### src/rtl/mu0_reg_pkg.sv
// ---------------------------------------------------------------------------
// mu0_reg_pkg
// Shared types for the MU0 multi-mode register.
//   reg_mode_t : 3-bit operation select, fully decoded (all eight codes used)
//   MODE_W     : width of the Mode field
// ---------------------------------------------------------------------------
package mu0_reg_pkg;

    localparam int MODE_W = 3;

    typedef enum logic [MODE_W-1:0] {
        HOLD = 3'd0,
        LOAD = 3'd1,
        INC  = 3'd2,
        DEC  = 3'd3,
        SHL  = 3'd4,
        SHR  = 3'd5,
        ASR  = 3'd6,
        CLR  = 3'd7
    } reg_mode_t;

endpackage : mu0_reg_pkg

### src/rtl/mu0_reg_next.sv
// ---------------------------------------------------------------------------
// mu0_reg_next
// Purely combinational next-state logic for the multi-mode register.
// Given the current contents and the selected mode it produces the value
// the register should take and the carry/borrow/shifted-out bit.
//
// Parameters:
//   WIDTH    : data width in bits (>= 2)
//   STEP     : increment/decrement amount
//   SATURATE : 1 = INC/DEC clamp at all-ones/zero instead of wrapping
//
// Ports:
//   q          in   WIDTH  current register contents
//   d          in   WIDTH  parallel load data
//   ser_in     in   1      fill bit for SHL/SHR
//   mode       in   3      operation select
//   next_q     out  WIDTH  candidate new contents
//   next_carry out  1      candidate new carry
// ---------------------------------------------------------------------------
module mu0_reg_next
    import mu0_reg_pkg::*;
#(
    parameter int WIDTH    = 16,
    parameter int STEP     = 1,
    parameter bit SATURATE = 1'b0
) (
    input  logic [WIDTH-1:0] q,
    input  logic [WIDTH-1:0] d,
    input  logic             ser_in,
    input  reg_mode_t        mode,
    output logic [WIDTH-1:0] next_q,
    output logic             next_carry
);

    // STEP widened by one bit so the top bit of sum/diff is the carry/borrow.
    localparam logic [WIDTH:0] STEP_EXT = (WIDTH+1)'(STEP);

    logic [WIDTH:0] sum;
    logic [WIDTH:0] diff;

    // Both operands are below 2**WIDTH, so diff goes negative (top bit set)
    // exactly when q < STEP.
    assign sum  = {1'b0, q} + STEP_EXT;
    assign diff = {1'b0, q} - STEP_EXT;

    always_comb begin
        next_q     = q;
        next_carry = 1'b0;
        case (mode)
            HOLD: begin
                next_q     = q;
                next_carry = 1'b0;
            end
            LOAD: begin
                next_q     = d;
                next_carry = 1'b0;
            end
            INC: begin
                next_carry = sum[WIDTH];
                if (SATURATE && sum[WIDTH]) begin
                    next_q = '1;
                end else begin
                    next_q = sum[WIDTH-1:0];
                end
            end
            DEC: begin
                next_carry = diff[WIDTH];
                if (SATURATE && diff[WIDTH]) begin
                    next_q = '0;
                end else begin
                    next_q = diff[WIDTH-1:0];
                end
            end
            SHL: begin
                next_q     = {q[WIDTH-2:0], ser_in};
                next_carry = q[WIDTH-1];
            end
            SHR: begin
                next_q     = {ser_in, q[WIDTH-1:1]};
                next_carry = q[0];
            end
            ASR: begin
                next_q     = {q[WIDTH-1], q[WIDTH-1:1]};
                next_carry = q[0];
            end
            CLR: begin
                next_q     = '0;
                next_carry = 1'b0;
            end
            default: begin
                next_q     = q;
                next_carry = 1'b0;
            end
        endcase
    end

endmodule : mu0_reg_next

### src/rtl/mu0_reg_multi.sv
// ---------------------------------------------------------------------------
// mu0_reg_multi
// Parametrised multi-mode register for MU0 variants (PC, ACC, shifter).
// Holds Q plus registered Carry/Zero/Neg flags; Zero and Neg always
// describe the Q currently being driven.
//
// Parameters:
//   WIDTH     : data width in bits (>= 2)
//   RESET_VAL : value loaded into Q on Reset
//   STEP      : increment/decrement amount
//   SATURATE  : 1 = INC/DEC clamp instead of wrapping
//
// Ports:
//   Clk    in   1      rising-edge clock
//   Reset  in   1      asynchronous, active-high reset
//   En     in   1      update enable; 0 = everything holds
//   Mode   in   3      operation select (reg_mode_t)
//   D      in   WIDTH  parallel load data
//   SerIn  in   1      fill bit for SHL/SHR
//   Q      out  WIDTH  register contents
//   Carry  out  1      carry/borrow/shifted-out bit
//   Zero   out  1      Q == 0
//   Neg    out  1      Q[WIDTH-1]
// ---------------------------------------------------------------------------
module mu0_reg_multi
    import mu0_reg_pkg::*;
#(
    parameter int               WIDTH     = 16,
    parameter logic [WIDTH-1:0] RESET_VAL = '0,
    parameter int               STEP      = 1,
    parameter bit               SATURATE  = 1'b0
) (
    input  logic             Clk,
    input  logic             Reset,
    input  logic             En,
    input  reg_mode_t        Mode,
    input  logic [WIDTH-1:0] D,
    input  logic             SerIn,
    output logic [WIDTH-1:0] Q,
    output logic             Carry,
    output logic             Zero,
    output logic             Neg
);

    logic [WIDTH-1:0] next_q;
    logic             next_carry;

    mu0_reg_next #(
        .WIDTH    (WIDTH),
        .STEP     (STEP),
        .SATURATE (SATURATE)
    ) u_next (
        .q          (Q),
        .d          (D),
        .ser_in     (SerIn),
        .mode       (Mode),
        .next_q     (next_q),
        .next_carry (next_carry)
    );

    // Flags are derived from next_q rather than Q so they land on the same
    // edge as the new value. HOLD leaves the flags alone as well as Q.
    always_ff @(posedge Clk or posedge Reset) begin
        if (Reset) begin
            Q     <= RESET_VAL;
            Carry <= 1'b0;
            Zero  <= (RESET_VAL == '0);
            Neg   <= RESET_VAL[WIDTH-1];
        end else if (En && (Mode != HOLD)) begin
            Q     <= next_q;
            Carry <= next_carry;
            Zero  <= (next_q == '0);
            Neg   <= next_q[WIDTH-1];
        end
    end

endmodule : mu0_reg_multi

### config.mk
export PLATFORM = sky130hd
export DESIGN_NAME = mu0_reg_multi
export DESIGN_NICKNAME = d
export VERILOG_FILES = /design/src/rtl/mu0_reg_pkg.sv /design/src/rtl/mu0_reg_next.sv /design/src/rtl/mu0_reg_multi.sv
export SDC_FILE = /design/constraint.sdc
export NUM_CORES = 1
export LEC_CHECK = 0
export ABC_AREA = 1
export CORE_ASPECT_RATIO = 1.25
export CORE_UTILIZATION = 40
export CTS_CLUSTER_SIZE = 10
export DETAILED_ROUTE_END_ITERATION = 12
export HOLD_SLACK_MARGIN = 0.06
export PLACE_DENSITY = 0.67
export SYNTH_ARGS = -nofsm -noshare
export SYNTH_HDL_FRONTEND = slang
export SYNTH_HIERARCHICAL = 1
export SYNTH_SLANG_ARGS = --single-unit
### constraint.sdc
create_clock -name Clk -period 4.46 [get_ports Clk]
set_clock_uncertainty 0.15 [all_clocks]
set_input_delay 0.892 -clock Clk [delete_from_list [all_inputs] [get_ports Clk]]
set_output_delay 0.892 -clock Clk [all_outputs]
set_load 0.005 [all_outputs]
==> reports/metrics.csv <==
metric,value,unit
synthesis.area,2290,um2
timing.final.max_slew_violations,0,
clock_latency,0.26,ns
hold_violations,0,
delay_of_the_slowest_cell_on_the_worst_path,0.74,ns
timing.max_slew.rel_slack,54.1,%
top_signal_layer_used,met4,
grt_usage,25.9,%
setup.reg_to_reg.worst_slack,2.03,ns
design.die.area,6040,um2
detailedRoute.firstPassIterationCount,5,
reg2reg_from,Q[0],
synth_seq_area_share,19.7,%
worstSetupStartpointType,primary input,
number_of_antenna_violations_at_the_first_check_in_global_routing,0,
post-cts-setup-buffers,0,
result_of_the_run,finished clean,
holdPathEnd,Zero,
cp_slowest_cell,clkdlybuf4s50_1,
max_freq,316,MHz
yosys_warnings,6,
ys_top_cells_by_area,"nand2_1, dfrtp_1, nand3_1",
synth_area_leader_cell,nand2_1,
chipHeight,86.7,um
first_global_vias,2555,
multi_input_combinational_cell_area,1570,um2
setup_viol,0,
area_growth,19.0,%
cts.clk_slew.worst_paths,0.07,ns
layout.cells.most_common,nand2_1,
critical_path.endpoint_type,flop,
reg2reg_depth,14,
dr.first_iter.drc_count,286,
antenna_cells,0,
via_per_inst,5.45,
grt_max_degree,20,
mappedNetlistNets,460,
final.setup.tns,0,ns
synth_seq_cells,18,
worst-endpoint-required,4.51,ns
power_density,306,nW/um2
initial_core_utilization,41.8,%
finish.net_count,484,
met2RoutedLength,3510,um
fp-row-count,30,
fraction_of_layout_cells_with_a_size_suffix_above_1,4.37,%
rsz0062_at_grt,false,
met3_length,464,um
syn-instance-count,435,
dp_hpwl,5820,um
fp.dieW,69.7,um
detail-route-antenna-nets,0,
standby_leakage_power,1.35,nW
vias,2847,
synth_top_area_share,27.7,%
placed_area,2670,um2
fin_crit_sh,71.1,%
arrival,3.22,ns
portBuffers,41,
clockBufferDepth,2,
setup.worst_path.class,primary input to flop,
design.core.area,5480,um2
min-delay-start,Zero,
min-delay-path-class,flop to flop,
post_cts_resized,0,
number_of_hold_repair_buffers_added_at_the_cts_stage,0,
synth_cell_types,28,
peakVddDrop,0.248,mV
routability_congestion,0.947,
grt_first_pass_wirelength,12600,um
wire_per_inst,14.6,um
layout_common_cells,"nand2_1, nor2_1, nand3_1, clkdlybuf4s50_1, inv_1",
clock_sink_count,18,
num-fill-cells,634,
cp_common_cell,nor2_1,
cp_cell_sequence,clkdlybuf4s50_1 -> inv_1 -> nand3_1 -> nand2_1 -> inv_2 -> nor2_1 -> nor2_1 -> nand2_1 -> nor2_1 -> nor2_1 -> nor2_1 -> nand2_1 -> nor2_1 -> nand3_1 -> nand2_1,
clk_root_buffer_cell,clkbuf_8,
layout_min_cycle_time,3.17,ns
hold-path-cell-count,2,
globalRouteOverflowTotal,0,
timing.critical_path.fanout_max,12,
r2r_end,Zero,
cts_inserted_buffers,3,
met1Wirelength,3550,um
syn-mean-instance-area,5.27,um2
finalWirelength,7640,um
timing_worst_slew_pin_value,0.687,ns
area.sequential,452,um2
boundaryPins,42,
number_of_max_cap_violations,0,
drt_drc_violations_left,0,
final_design_area_no_fill,2730,um2
tritoncts,yes,
htree_levels,1,
-- worst max-delay path by stage --
stage               slack (ns)  startpoint  endpoint
finish                    1.29     Mode[1]      Zero
global placement          1.12     Mode[1]      Zero
global route              1.07     Mode[1]      Zero
detailed placement        1.10     Mode[1]      Zero
floorplan                 2.08     Mode[1]      Zero
CTS                       1.34     Mode[1]      Zero
-- area by class of cell --
type,instances,area share (%)
Sequential cell,18,16.6
Timing Repair Buffer,42,15.3
Tap cell,64,2.93
Clock buffer,4,2.02
Multi-Input combinational cell,353,57.5
Inverter,41,5.64
-- sequential cells by signal (all words and copies together) (netlist names) --
register and count:
Q 16, Carry 1, Zero 1
-- worst max-delay path, delay by kind of cell --
family,cells,cell delay [ns]
and+or+nand+nor,12,1.29
buffers and inverters,3,1.04
-- cell usage after synthesis --
cell type and n:
nand2_1 169, nor2_1 59, nand3_1 47, inv_1 35, a21oi_1 21, o21ai_0 20
dfrtp_1 17, nand4_1 14, buf_2 13, clkbuf_1 7, inv_2 6, nor2_2 3
o211ai_1 3, o22ai_1 3, buf_4 2, ha_1 2, nor3_1 2, o21ai_1 2
a21boi_4 1, a22oi_1 1, buf_6 1, dfstp_2 1, nand2_2 1, nand3_2 1
nor3_4 1, nor3b_1 1, o221ai_1 1, or2_2 1
-- layer usage --
layer	GRT usage, %	up-vias
met2	44.0	96
met4	6.00	0
li1	-	1439
met3	1.86	10
met1	36.1	1302
met5	0	-
-- logic make-up (layout without fill, tap and decap cells) --
kind of cell | Yosys count | after routing | synth area share [%]
AO/OA/AOI/OAI | 52 | 52 | 12.7
flip-flops | 18 | 18 | 19.7
buffers and inverters | 64 | 87 | 11.8
adder cells (fa/ha/maj) | 2 | 2 | 1.09
AND/OR/NAND/NOR | 299 | 299 | 54.7
-- power by group --
| part | internal, W | switching (W) |
|---|---|---|
| Clock | 0.0000784 | 0.0000556 |
| Combinational | 0.000171 | 0.000246 |
| Sequential | 0.000192 | 0.0000933 |
-- stage by stage --
| step | power [W] | hold slack (ns) | worst slack, ns | instances | utilization (%) |
|---|---|---|---|---|---|
| floorplan | 0.000540 | 0.307 | 2.08 | 435 | - |
| global placement | 0.000699 | 0.311 | 1.12 | 518 | 48.8 |
| detailed placement | 0.000697 | 0.311 | 1.10 | 518 | 48.8 |
| CTS | 0.000835 | 0.323 | 1.34 | 522 | 49.8 |
| global route | 0.000913 | 0.346 | 1.07 | 522 | 49.8 |
| finish | 0.000836 | 0.323 | 1.29 | 522 | 49.8 |
Note: power is estimated with default switching activity, not from simulation.
